--- config.mk ---
export PLATFORM = sky130hd
export DESIGN_NAME = regfile_write_arbiter
export DESIGN_NICKNAME = d
export VERILOG_FILES = /design/src/rtl/regfile_write_arbiter.sv
export SDC_FILE = /design/constraint.sdc
export NUM_CORES = 1
export LEC_CHECK = 0
export CAP_MARGIN = 25
export CELL_PAD_IN_SITES_DETAIL_PLACEMENT = 0
export CELL_PAD_IN_SITES_GLOBAL_PLACEMENT = 2
export CORE_UTILIZATION = 25
export DETAILED_ROUTE_END_ITERATION = 8
export GPL_TIMING_DRIVEN = 1
export PLACE_DENSITY_LB_ADDON = 0.1
export SLEW_MARGIN = 5
export SYNTH_ARGS = -nofsm -noshare
export SYNTH_HDL_FRONTEND = slang
export SYNTH_SLANG_ARGS = --single-unit
--- constraint.sdc ---
create_clock -name i_clk -period 4.2 [get_ports i_clk]
set_input_delay 0.63 -clock i_clk [delete_from_list [all_inputs] [get_ports i_clk]]
set_output_delay 0.63 -clock i_clk [all_outputs]
set_load 0.02 [all_outputs]
--- src/rtl/regfile_write_arbiter.sv ---
// regfile_write_arbiter
// Shares the single register-file write port between load writebacks, which
// have fixed priority, and ALU writebacks, which wait in a small FIFO. A
// starvation counter forces an ALU slot after STARVE_LIMIT blocked cycles.
// The stall output tells decode when a source register still has a write
// that the register file does not show yet.
module regfile_write_arbiter #(
    parameter int DATA_W       = 64,
    parameter int ADDR_W       = 5,
    parameter int BUF_DEPTH    = 2,
    parameter int STARVE_LIMIT = 4,
    localparam int PTR_W       = $clog2(BUF_DEPTH),
    localparam int CNT_W       = $clog2(BUF_DEPTH) + 1,
    localparam int SW          = $clog2(STARVE_LIMIT + 1)
) (
    input  logic              i_clk,
    input  logic              i_reset,
    input  logic              i_alu_valid,
    output logic              o_alu_ready,
    input  logic [ADDR_W-1:0] i_alu_rd,
    input  logic [DATA_W-1:0] i_alu_data,
    input  logic              i_mem_valid,
    output logic              o_mem_ready,
    input  logic [ADDR_W-1:0] i_mem_rd,
    input  logic [DATA_W-1:0] i_mem_data,
    input  logic [ADDR_W-1:0] i_RS1,
    input  logic [ADDR_W-1:0] i_RS2,
    output logic              o_stall,
    output logic              o_RegWrite,
    output logic [ADDR_W-1:0] o_RD,
    output logic [DATA_W-1:0] o_WriteData,
    output logic [CNT_W-1:0]  o_alu_count
);

    typedef struct packed {
        logic [ADDR_W-1:0] rd;
        logic [DATA_W-1:0] data;
    } wb_req_t;

    wb_req_t            r_fifo [BUF_DEPTH];
    logic [PTR_W-1:0]   r_wptr;
    logic [PTR_W-1:0]   r_rptr;
    logic [CNT_W-1:0]   r_count;
    logic [SW-1:0]      r_starve;
    logic               r_RegWrite;
    logic [ADDR_W-1:0]  r_RD;
    logic [DATA_W-1:0]  r_WriteData;

    logic               w_nonempty;
    logic               w_force_alu;
    logic               w_push;
    logic               w_mem_issue;
    logic               w_alu_pop;
    logic [BUF_DEPTH-1:0] w_slot_vld;
    logic               w_hit1;
    logic               w_hit2;
    wb_req_t            w_head;

    // Handshakes and arbitration are driven from registered occupancy only,
    // so a pop in this cycle cannot open a slot for a push in this cycle.
    assign w_nonempty  = (r_count != '0);
    assign w_force_alu = (r_starve == SW'(STARVE_LIMIT)) && w_nonempty;
    assign o_alu_ready = !i_reset && (r_count < CNT_W'(BUF_DEPTH));
    assign o_mem_ready = !i_reset && !w_force_alu;
    assign w_push      = i_alu_valid && o_alu_ready;
    assign w_mem_issue = i_mem_valid && o_mem_ready;
    assign w_alu_pop   = !i_reset && !w_mem_issue && w_nonempty;
    assign w_head      = r_fifo[r_rptr];

    // A slot is live when its distance from the read pointer is below occupancy.
    for (genvar g = 0; g < BUF_DEPTH; g++) begin : g_slot
        logic [PTR_W-1:0] w_off;
        assign w_off         = PTR_W'(g) - r_rptr;
        assign w_slot_vld[g] = ({1'b0, w_off} < r_count);
    end

    // Source match against buffered entries and the write landing this cycle.
    always_comb begin
        w_hit1 = 1'b0;
        w_hit2 = 1'b0;
        for (int i = 0; i < BUF_DEPTH; i++) begin
            if (w_slot_vld[i] && (r_fifo[i].rd == i_RS1)) w_hit1 = 1'b1;
            if (w_slot_vld[i] && (r_fifo[i].rd == i_RS2)) w_hit2 = 1'b1;
        end
        if (r_RegWrite && (r_RD == i_RS1)) w_hit1 = 1'b1;
        if (r_RegWrite && (r_RD == i_RS2)) w_hit2 = 1'b1;
    end

    assign o_stall = !i_reset && (((i_RS1 != '0) && w_hit1) ||
                                  ((i_RS2 != '0) && w_hit2));

    // FIFO storage write; contents need no reset since occupancy gates use.
    always_ff @(posedge i_clk) begin
        if (w_push) r_fifo[r_wptr] <= '{rd: i_alu_rd, data: i_alu_data};
    end

    // FIFO pointers and occupancy.
    always_ff @(posedge i_clk) begin
        if (i_reset) begin
            r_wptr  <= '0;
            r_rptr  <= '0;
            r_count <= '0;
        end else begin
            if (w_push)    r_wptr <= r_wptr + PTR_W'(1);
            if (w_alu_pop) r_rptr <= r_rptr + PTR_W'(1);
            case ({w_push, w_alu_pop})
                2'b10:   r_count <= r_count + CNT_W'(1);
                2'b01:   r_count <= r_count - CNT_W'(1);
                default: r_count <= r_count;
            endcase
        end
    end

    // Starvation counter: counts load wins over a waiting ALU entry.
    always_ff @(posedge i_clk) begin
        if (i_reset || w_alu_pop || !w_nonempty) begin
            r_starve <= '0;
        end else if (w_mem_issue && (r_starve != SW'(STARVE_LIMIT))) begin
            r_starve <= r_starve + SW'(1);
        end
    end

    // Registered write port; rd==0 is consumed but never written.
    always_ff @(posedge i_clk) begin
        if (i_reset) begin
            r_RegWrite  <= 1'b0;
            r_RD        <= '0;
            r_WriteData <= '0;
        end else if (w_mem_issue) begin
            r_RegWrite  <= (i_mem_rd != '0);
            r_RD        <= i_mem_rd;
            r_WriteData <= i_mem_data;
        end else if (w_alu_pop) begin
            r_RegWrite  <= (w_head.rd != '0);
            r_RD        <= w_head.rd;
            r_WriteData <= w_head.data;
        end else begin
            r_RegWrite  <= 1'b0;
        end
    end

    assign o_RegWrite  = r_RegWrite;
    assign o_RD        = r_RD;
    assign o_WriteData = r_WriteData;
    assign o_alu_count = r_count;

endmodule

==> reports/qor.csv, run 1 <==
metric,value,unit
floorplan.die.width,191,um
power_report.internal_total,4360,uW
synth_xor_area_frac,0.0323,
comb_power_share,0.197,
swShare,0.273,
p_sw,1640,uW
htree_levels,1,
routabilityCongestion,0.799,
largest_net_degree_at_the_start_of_global_routing,70,
sinks_on_clock_net,216,
post-route-min-period,3520,ps
setup_clock_skew_after_layout,11.9,ps
place_hpwl,17200,um
critPathCaptureType,output pin,
wire_length_of_the_first_global_routing_pass,38600,um
die-area,0.0366,mm^2
clock.fmax,284,MHz
cts_root_buf,clkbuf_16,
min_path_type,flop to flop,
syn-cell-area,0.00896,mm^2
hold_end,o_WriteData[3],
synth.yosys.seq_area_share,0.637,
grt.total_usage,0.138,
timing.max_slew.rel_slack,0.414,
post_drt_wl_per_cell,18.3,um
powerDensity,478,mW/mm^2
synthSimpleGateAreaFrac,0.0802,
critical_path.reg2reg.endpoint,o_WriteData[6],
reg2reg_from,o_alu_count[1],
dr.first_iter.drc_count,159,
main_combinational_cell_family_by_area_after_synthesis,compound AO/OA/AOI/OAI gates,
ys_types,40,
reg2reg_slack,1680,ps
drv_slew,0,
finish.utilization,0.360,
maxCapViolCount,0,
power.leakage,0.00421,uW
cts-hold-fix-buffers,0,
first_global_vias,6759,
synth_edf_count,138,
num_io_pins,227,
hold-path-cell-count,2,
crit_path_start_kind,input port,
io_buffer_count,226,
worst-endpoint-required,3570,ps
finalNetCount,1076,
synth-async-reset-ratio,0,
numCtsBuffers,27,
postSynth.topFlopCell,edfxtp_1,
period_share,0.838,
area_delta_synth_final,40.1,%
rows,68,
share_of_the_synthesized_area_in_compound_gates_ao_oa_aoi_oai,0.140,
via_to_cell_ratio,4.50,
post_dp_cell_area,0.0117,mm^2
synth_seq_cells,216,
dp_slack,707,ps
cts.clk_slew.worst_paths,60,ps
detail_route.drc_violations,0,
sequentialPowerShare,0.433,
totalPowerFinal,6000,uW
clock_insertion_delay_worst_skew,530,ps
setup_viol_count_final,0,
mostFrequentLayoutCell,clkdlybuf4s50_1,
post_synth.cell_area_avg,12.8,um^2
stdcell_area,0.0125,mm^2
synthesis.nets,856,
tritoncts,done,
hold_violations,0,
number_of_buffers_on_the_longest_clock_path,3,
synthAdderAreaFrac,0.00419,
cts.repair_timing.setup_buffer_count,0,
dr.pass1.iters,4,
syn_inst,701,
critical_path_arrival,2890,ps
r2r_depth,6,
rsz0062_at_grt,false,
post_synthesis_mux_area_share,0.0760,
clock_power_share,0.370,
final_cell_mix,"clkdlybuf4s50_1 (225), nand2_1 (138), edfxtp_1 (138)",
die_y,191,um
type_of_the_worst_setup_path,input port to output pin,
final_critical_path_setup_slack,682,ps
outcome,finished clean,
critPathMaxFanout,4,
layout-drive-gt1-share,0.117,
cts_repair_resize_count,0,
floorplan.initialDensity,0.257,
grt_overflow_total,0,
synth-warning-count,0,
drtAntennaViolNets,0,
holdCritStartpoint,o_WriteData[3],
grt_antenna_before_repair,6,
core_area,0.0349,mm^2
drt_wl_total,25600,um
worst_pin_slew,879,ps
tns,0,ps
irDropWorstVdd,0.000270,V
routed-via-count,6280,
## flip-flops by register name, summed over array words and instances, names as in the netlist, named ones only
| register | flops |
|---|---|
| r_fifo | 138 |
| o_RegWrite | 1 |
| r_rptr | 1 |
| r_wptr | 1 |
| o_WriteData | 64 |
| r_starve | 3 |
| o_alu_count | 2 |
| o_RD | 5 |
## worst max-delay path, stage by stage
cell,delay [ps]
clkdlybuf4s50_1,490
xor2_1,180
nor4_1,340
o211ai_1,160
a311o_1,350
o31ai_1,80
clkdlybuf4s50_1,650
## through the flow
stage               hold slack [ps]  instances
global placement                444       1347
global route                    476       1397
CTS                             455       1396
detailed placement              447       1347
finish                          454       1397
floorplan                       429        701
## cells by family after synthesis
logic type / Yosys count
and+or+nand+nor: 174
xor gates and xnor gates: 33
AOI/OAI and AO/OA: 158
muxes: 68
buffers and inverters: 49
DFF: 216
adders and majority gates: 3
## power by group through the flow
stage	logic (uW)	clock network (uW)	registers, uW
6_report	1180	2220	2600
5_1_grt	1290	2380	2630
4_1_cts	1200	2300	2610
3_5_place_dp	1200	0	2650
3_3_place_gp	1190	0	2650
2_1_floorplan	635	0	2670
## worst max-delay path by stage
stage / from / endpoint / slack [ps] / cells after the start
global route: i_RS2[2] / o_stall / 590 / 7
detailed placement: i_RS2[1] / o_stall / 710 / 7
finish: i_RS2[1] / o_stall / 680 / 7
global placement: i_RS2[2] / o_stall / 770 / 7
CTS: i_RS2[1] / o_stall / 710 / 7
floorplan: i_reset / r_fifo[0][0] / 600 / 4
## Yosys cell counts, types with 2 or more instances
cell	instances	area, um^2
nand3_1	2	10.0
nand4_1	2	12.5
nor2_1	8	30.0
nor2b_1	2	12.5
clkbuf_1	14	52.6
or4_1	3	22.5
or3_1	2	12.5
ha_1	3	37.5
buf_2	25	125
a21oi_1	74	370
o21ai_0	4	20.0
edfxtp_1	138	4140
and3_1	2	12.5
o211ai_2	50	626
xor2_1	20	175
nand2_1	138	518
buf_6	7	78.8
nor4_1	4	25.0
o211ai_1	20	150
nor3_1	6	30.0
inv_1	2	7.51
mux2i_1	68	681
dfxtp_1	78	1560
xnor2_1	13	114
## layout make-up
class / count / area (um^2)
Sequential cell: 216 / 5710
Multi-Input combinational cell: 436 / 3010
Timing Repair Buffer: 238 / 2390
Fill cell: 3432 / 22300
Inverter: 2 / 7.51
Clock buffer: 37 / 743
Antenna cell: 1 / 2.50
Clock inverter: 12 / 119
Tap cell: 455 / 569
## metal layers
metal	wire [um]	vias to the layer above	global-route usage
li1	-	3017	-
met1	11000	3029	0.168
met2	12200	178	0.237
met3	1730	46	0.0387
met4	502	10	0.0363
met5	74	-	0
No activity file was read; power rests on OpenSTA's default activity.
==> run 2, diff against run 1 <==
Clock period 4.2 ns to 3.6 ns, I/O delays scaled along.
==> run 2 against run 1 <==
Net effect: utilization is 0.10 points higher; routed wire length increased by 1.2%; largest cell class unchanged; final cell count up 0.21%; die area unchanged; clock skew grew 4.5 ps; highest routed layer unchanged; total power rose by 17%; design area is 0.29% higher; first-iteration DRC count shrank 0.63%; non-clock buffer count up 1; register-to-register slack got worse by 550 ps; hold slack better by 1.1 ps; sequential power increased by 17%.
==> reports/qor.csv, run 2 (synthesized netlist as in run 1, its figures left out) <==
metric,value,unit
sinks_on_clock_net,216,
outcome,finished clean,
rows,68,
maxCapViolCount,0,
cts-hold-fix-buffers,0,
r2r_depth,6,
floorplan.initialDensity,0.257,
final_critical_path_setup_slack,224,ps
timing.critical_path.depth,7,
clock_insertion_delay_worst_skew,540,ps
area_delta_synth_final,40.5,%
cts_root_buf,clkbuf_16,
rsz0062_at_grt,false,
die-area,0.0366,mm^2
dp_slack,233,ps
period_share,0.938,
slowest_delay,650,ps
routed-via-count,6310,
largest_net_degree_at_the_start_of_global_routing,70,
capturing_element_of_the_worst_setup_path,o_stall,
grt.total_usage,0.140,
detail_route.drc_violations,0,
timing.critical_path.from,i_RS2[2],
worst-path-buf-inv,2,
drv_slew,0,
cts.repair_timing.setup_buffer_count,0,
grt_overflow_total,0,
htree_levels,1,
grt_antenna_before_repair,7,
num_io_pins,227,
layout-drive-gt1-share,0.117,
tns,0,ps
cts_repair_resize_count,0,
reg2reg_slack,1130,ps
io_buffer_count,226,
critPathMaxFanout,4,
clock.fmax,296,MHz
worst-endpoint-required,3060,ps
dr.first_iter.drc_count,158,
type_of_the_worst_setup_path,input port to output pin,
first_global_vias,6828,
largest_register_ffs,138,
standard_cell_with_the_maximum_stage_delay_on_the_critical_path,clkdlybuf4s50_1,
power.leakage,0.00423,uW
dr.pass1.iters,7,
die_y,191,um
critical_path_arrival,2840,ps
crit_path_cell_trace,clkdlybuf4s50_1 -> xor2_1 -> nor4_1 -> nand3_1 -> a311o_1 -> o31ai_1 -> clkdlybuf4s50_1,
reg2reg_from,o_alu_count[1],
critPathCaptureType,output pin,
wire_length_of_the_first_global_routing_pass,39200,um
most_flops_register,r_fifo,
worst_pin_slew,997,ps
drt_wl_total,25900,um
setup_viol_count_final,0,
crit_path_start_kind,input port,
min_path_type,flop to flop,
number_of_buffers_on_the_longest_clock_path,3,
cts.clk_slew.worst_paths,50,ps
place_hpwl,17300,um
critical-path-top-cell-by-count,clkdlybuf4s50_1,
post-route-min-period,3380,ps
post_drt_wl_per_cell,18.5,um
tritoncts,done,
cpLargestDelayFamily,buffers and inverters,
routabilityCongestion,0.816,
powerDensity,558,mW/mm^2
mostFrequentLayoutCell,clkdlybuf4s50_1,
floorplan.die.width,191,um
critical_path.reg2reg.endpoint,o_WriteData[47],
drtAntennaViolNets,0,
numCtsBuffers,27,
timing.max_slew.rel_slack,0.335,
core_area,0.0349,mm^2
setup_clock_skew_after_layout,16.4,ps
irDropWorstVdd,0.000326,V
finalNetCount,1077,
hold_violations,0,
final_cell_mix,"clkdlybuf4s50_1 (225), nand2_1 (138), edfxtp_1 (138)",
via_to_cell_ratio,4.51,
-- run 2: cell types whose count changed in the layout (fill, tap and decap cells not counted), sizes merged --
| cell | before | now |
|---|---|---|
| buf | 13 | 14 |
| bufinv | 2 | 1 |
| clkbuf | 37 | 43 |
| clkinv | 6 | 4 |
| clkinvlp | 3 | 1 |
| diode | 1 | 2 |
-- run 2: power by group --
part	total [uW]	leakage (uW)	internal, uW	switching [uW]
combinational	1390	0.00190	678	708
clock	2600	0.000421	1570	1030
sequential	3040	0.00191	2840	199
total	7020	0.00423	5090	1930
-- run 2: per-stage QoR --
stage / utilization / hold WS (ps) / power, uW / instances / area (um^2)
after detailed placement: 0.336 / 449 / 4510 / 1348 / 11700
after floorplan: - / 429 / 3850 / 701 / 8960
final: 0.361 / 455 / 7020 / 1400 / 12600
after global placement: 0.336 / 442 / 4490 / 1348 / 11700
after CTS: 0.360 / 458 / 7170 / 1398 / 12600
after global routing: 0.361 / 481 / 7370 / 1400 / 12600
-- run 2: tightest hold or removal path, stage by stage, from the launching register on --
cell and delay [ps]:
dfxtp_1 300, nand2_1 50, a21oi_1 50
-- run 2: metal layers --
metal	global-route usage	part of all wire	vias up
met5	0	0.0028	-
met4	0.0382	0.021	10
met3	0.0413	0.069	51
met2	0.239	0.48	181
met1	0.170	0.42	3036
li1	-	-	3032
-- run 2: worst min path at each step --
stage,start,endpoint,slack (ps),cells past startpoint
5_1_grt,o_WriteData[11],o_WriteData[11],480,2
6_report,o_WriteData[8],o_WriteData[8],450,2
2_1_floorplan,r_starve[0],r_starve[0],430,1
3_3_place_gp,o_WriteData[18],o_WriteData[18],440,2
3_5_place_dp,o_WriteData[42],o_WriteData[42],450,2
4_1_cts,o_WriteData[8],o_WriteData[8],460,2
-- run 2: area by class of cell --
cell class,count,area (um^2)
flip-flops and latches,216,5710
clock inverters,7,77.6
multi-input cells,436,3010
diodes,2,5.00
well taps,455,569
repair buffers,239,2420
inverters,2,7.51
fillers,3414,22300
clock buffers,43,786
